==> src/rtl/ifetch.sv <==
// Instruction-fetch stage: owns the PC, reads the combinational imem and
// loads {pc, instruction} into the IF/ID register behind a valid/ready
// handshake. Redirects from execute flush the register. A misaligned or
// out-of-range fetch issues a NOP flagged as a fault, then halts fetching
// until the next redirect.
//
// state | meaning
// ------+---------------------------------------------
// RUN   | fetching one word per accepted slot
// HALT  | fault issued, no further fetch until redirect
module ifetch #(
  parameter logic [31:0] RESET_PC   = 32'h0000_0000,
  parameter int          IMEM_BYTES = 1024
) (
  input  logic        clk,
  input  logic        rst_n,
  output logic [31:0] imem_addr,
  input  logic [31:0] imem_rdata,
  input  logic        redirect_valid,
  input  logic [31:0] redirect_pc,
  output logic        id_valid,
  input  logic        id_ready,
  output logic [31:0] id_instr,
  output logic [31:0] id_pc,
  output logic [31:0] id_pc_plus4,
  output logic        id_fault
);

  localparam logic       RUN       = 1'b0;
  localparam logic       HALT      = 1'b1;
  localparam logic [31:0] NOP      = 32'h0000_0013;
  localparam logic [31:0] LAST_ADDR = 32'(IMEM_BYTES - 4);

  logic        state;
  logic [31:0] pc;
  logic        can_load;
  logic        fire;
  logic        addr_fault;

  assign imem_addr  = pc;
  assign can_load   = !id_valid || id_ready;
  assign fire       = can_load && (state == RUN) && !redirect_valid;
  assign addr_fault = (pc[1:0] != 2'b00) || (pc > LAST_ADDR);

  // PC, fetch state and IF/ID register update in priority order:
  // reset, redirect, fetch (good or faulting), stall hold, halt drain.
  always_ff @(posedge clk) begin
    if (!rst_n) begin
      pc          <= RESET_PC;
      state       <= RUN;
      id_valid    <= 1'b0;
      id_instr    <= NOP;
      id_pc       <= 32'h0000_0000;
      id_pc_plus4 <= 32'h0000_0004;
      id_fault    <= 1'b0;
    end else if (redirect_valid) begin
      pc       <= redirect_pc;
      id_valid <= 1'b0;
      id_fault <= 1'b0;
      state    <= RUN;
    end else if (fire) begin
      id_valid    <= 1'b1;
      id_pc       <= pc;
      id_pc_plus4 <= pc + 32'd4;
      if (addr_fault) begin
        // Out-of-range data is undefined, so a NOP stands in for it.
        id_instr <= NOP;
        id_fault <= 1'b1;
        state    <= HALT;
      end else begin
        id_instr <= imem_rdata;
        id_fault <= 1'b0;
        pc       <= pc + 32'd4;
      end
    end else if ((state == HALT) && id_valid && id_ready) begin
      id_valid <= 1'b0;
    end
  end

endmodule

==> config.mk <==
export PLATFORM = sky130hd
export DESIGN_NAME = ifetch
export DESIGN_NICKNAME = d
export VERILOG_FILES = /design/src/rtl/ifetch.sv
export SDC_FILE = /design/constraint.sdc
export NUM_CORES = 1
export LEC_CHECK = 0
export CAP_MARGIN = 20
export CORE_AREA = 4 4 111 113
export DETAILED_ROUTE_END_ITERATION = 7
export DIE_AREA = 0 0 115 117
export GPL_TIMING_DRIVEN = 0
export HOLD_SLACK_MARGIN = 0.05
export PLACE_DENSITY = 0.84
export SLEW_MARGIN = 25
export SYNTH_ARGS = -nofsm -noshare
export SYNTH_HDL_FRONTEND = slang
export SYNTH_SLANG_ARGS = --single-unit
==> constraint.sdc <==
create_clock -name clk -period 5 [get_ports clk]
set_clock_uncertainty 0.05 [all_clocks]
set_input_delay 0.75 -clock clk [delete_from_list [all_inputs] [get_ports clk]]
set_output_delay 0.75 -clock clk [all_outputs]
set_load 0.02 [all_outputs]
==> impl_results.md <==
* Status: complete, no violations
* CTS Buffer Depth at 2
* Vias per cell at 5.80
* Endpoints failing setup at 0
* Critical Path End Type: flip-flop
* # H-tree levels at 4
* CORE AREA at 11,300 um2
* Share of the synthesized area in the top cell type at 48.3%
* Pwr Total at 2.77 mW
* CTS tree: done
* Initial cell density of the core at 47.2%
* TritonCTS buffer count at 17
* Congestion Overflow GR at 0
* Critical Path Source Type: input pin
* Total Wirelength at 18,700 um
* GP Congestion at 0.904
* CTS root buf: clkbuf_16
* R2r startpoint: imem_addr[2]
* Worst reg2reg path depth at 6
* Final hold violation count at 0
* Post-Syn Area at 5350 um2
* Worst Setup SP: id_ready
* Final Non-Filler Cells at 1,011
* FFs w/ async S/R, synth at 0%
* Worst Max-Slew Pin Slew at 1.05 ns
* Die Ht at 117 um
* Cell depth of the worst setup path at 7
* Placed wire-length estimate at 13,800 um
* Final instance area at 8070 um2
* Slew Limit Headroom at 29.2%
* Final Max Slew Viols at 0
* Sequential area share after synthesis at 48.3%
* Commonest cells post-synth: dfxtp_1 (129), nand2_1 (105), a21oi_1 (72)
* Vias in the first global route at 5,596
* Leading area contributor after synthesis: dfxtp_1
* Number of vias in the routed layout at 5,863
* Yosys Warn Count at 0
* Post-synth top flop: dfxtp_1
* Highest cell delay on the worst timing path at 0.68 ns
* Antenna violations before repair at 0
* DRT antenna net count at 0
* EDFF count, synth at 0
* Gr usage total at 27.0%
* Mapped Cells at 641
* CP most frequent cell: clkbuf_1
* Area after DPL at 7480 um2
* FF-to-FF End: id_pc_plus4[20]
* Cell family with most CP delay: buffers and inverters
* Final-layout fill cell count at 883
* Leak at 2.76 nW
* VDD IR max at 212 uV
* Die width at 115 um
* Fmax at 0.335 GHz
* Synthesized flop and latch total at 129
* Layout Nets at 924
* CP Max Fanout at 10
* Post-route DRC violation count at 0
* # rows at 39
* Cell Pwr Density at 344 nW/um2
* I/O pins at 198
* Cts hold-fix bufs at 0
* Mapped Avg Cell Area at 8.34 um2
* Distinct cells, synth at 42
* Clk slew on worst S/H paths at 0.06 ns
* Layout Utilization at 71.3%
* Buffers & Inverters on Critical Path at 3
* Largest net degree at the start of global routing at 17
* Worst Path Required at 5.29 ns
* Worst path slowest cell: nor3_1
* Tightest Hold Check Type: reg2reg
* CTS Sinks at 129
* Final Cycle Share at 59.6%
* Max Cap Viol at 0
* RSZ-0062 raised after global routing: no
* Clock Latency Late Sink at 0.42 ns
* Synth top area cells: dfxtp_1 (48%), nand2_1 (7.4%), a21oi_1 (6.7%)
* First-pass GRT wire length at 28,600 um
* Final setup TNS at 0 ns
* Post-CTS Setup Bufs at 0
* Port Buffers at 195
* Crit path capture: id_pc[26]
* Net count after synthesis at 710
* Most frequent cell after synthesis: dfxtp_1
* Cell chain of the critical path: clkdlybuf4s50_1 -> nor2b_1 -> nor3_1 -> clkbuf_1 -> clkbuf_1 -> nand2_1 -> a21oi_1
* CP arrival at 3.27 ns
* Post-layout minimum cycle time at 2.98 ns
* DIE AREA at 13,500 um2
* R2r setup slk at 2.16 ns
* Detailed Routing Iterations Pass 1 at 6
* DR WL/cell at 18.5 um
* Share of layout cells above drive strength 1 at 5.18%
* Placed insts at 979
* Post-CTS resize count at 0
* Initial DRC Count at 520
* P&R area growth vs syn at 50.9%
* Ant diodes at 0
* CP Class: in2reg
## worst reg2reg max path, cell delays in order, from the launching register on
cell,delay (ns)
dfxtp_1,0.48
ha_1,0.30
nand3_1,0.34
or4_1,0.74
clkbuf_1,0.31
or3_1,0.39
a31oi_1,0.16
## layout make-up
type,count,area (um2),share of cell area (%)
Inverter,11,41.3,0.512
Timing Repair Buffer,195,1950,24.2
Clock inverter,12,133,1.64
Multi-Input combinational cell,445,2500,31.0
Clock buffer,20,457,5.66
Buffer,56,225,2.79
Sequential cell,129,2580,32.0
Tap cell,143,179,2.22
## state kept, by name, summed over array words and instances, names as in the netlist
signal	cells
imem_addr	32
id_pc_plus4	30
id_pc	32
id_valid	1
id_fault	1
id_instr	32
state	1
## where the power goes
| group | switching, mW | total, mW | internal [mW] |
|---|---|---|---|
| registers | 0.0514 | 1.13 | 1.08 |
| clock network | 0.466 | 1.23 | 0.760 |
| logic | 0.235 | 0.419 | 0.184 |
## placed cells by master (no fill, tap or decap), drive strengths merged, types with 5 or more instances in the layout
master / synthesis / routed
xnor2: 9 / 9
nor2: 39 / 39
a31oi: 18 / 18
and4: 5 / 5
nor4: 12 / 12
inv: 11 / 13
or4: 13 / 13
o31ai: 9 / 9
clkinvlp: 0 / 6
clkbuf: 49 / 69
o21ai: 39 / 39
a21oi: 72 / 72
nor3: 7 / 7
dfxtp: 129 / 129
a211oi: 8 / 8
buf: 7 / 7
nand4: 40 / 40
nand3: 11 / 11
nand2: 105 / 105
or3: 6 / 6
clkdlybuf4s50: 0 / 195
mux2i: 24 / 24
## cell families (layout without fill, tap and decap cells)
group,count (synthesis),count (layout),share of synthesized area (%)
xor gates and xnor gates,12,12,1.97
and+or+nand+nor,249,249,23.1
muxes,24,24,4.49
AOI/OAI and AO/OA,159,159,17.0
buffers and inverters,67,294,4.98
adders and majority gates,1,1,0.234
DFF,129,129,48.3
## routing by layer
metal  global-route usage [%]  share of wire [%]  vias up  routed length (um)
li1                         -                  -     2730                   -
met1                     33.6                 40     2768                7410
met2                     45.3                 49      323                9200
met3                     6.12                8.5       42                1590
met4                     11.2                2.9        0                 541
met5                        0                  0        -                   0
## per-stage QoR
| stage | hold WS [ns] | setup WS [ns] |
|---|---|---|
| 2_1_floorplan | 0.480 | 2.64 |
| 3_3_place_gp | 0.389 | 1.67 |
| 3_5_place_dp | 0.398 | 1.60 |
| 4_1_cts | 0.406 | 2.01 |
| 5_1_grt | 0.425 | 1.87 |
| 6_report | 0.405 | 2.02 |
## how the worst min path moves through the flow
stage | start | endpoint | slack, ns | cells after the start
final | id_instr[16] | id_instr[16] | 0.40 | 2
after global routing | id_instr[30] | id_instr[30] | 0.43 | 2
after CTS | id_pc[25] | id_pc[25] | 0.41 | 2
after detailed placement | id_instr[22] | id_instr[22] | 0.40 | 2
after global placement | id_instr[27] | id_instr[27] | 0.39 | 2
after floorplan | id_instr[10] | id_instr[10] | 0.48 | 2
(Power assumes the default switching activity.)
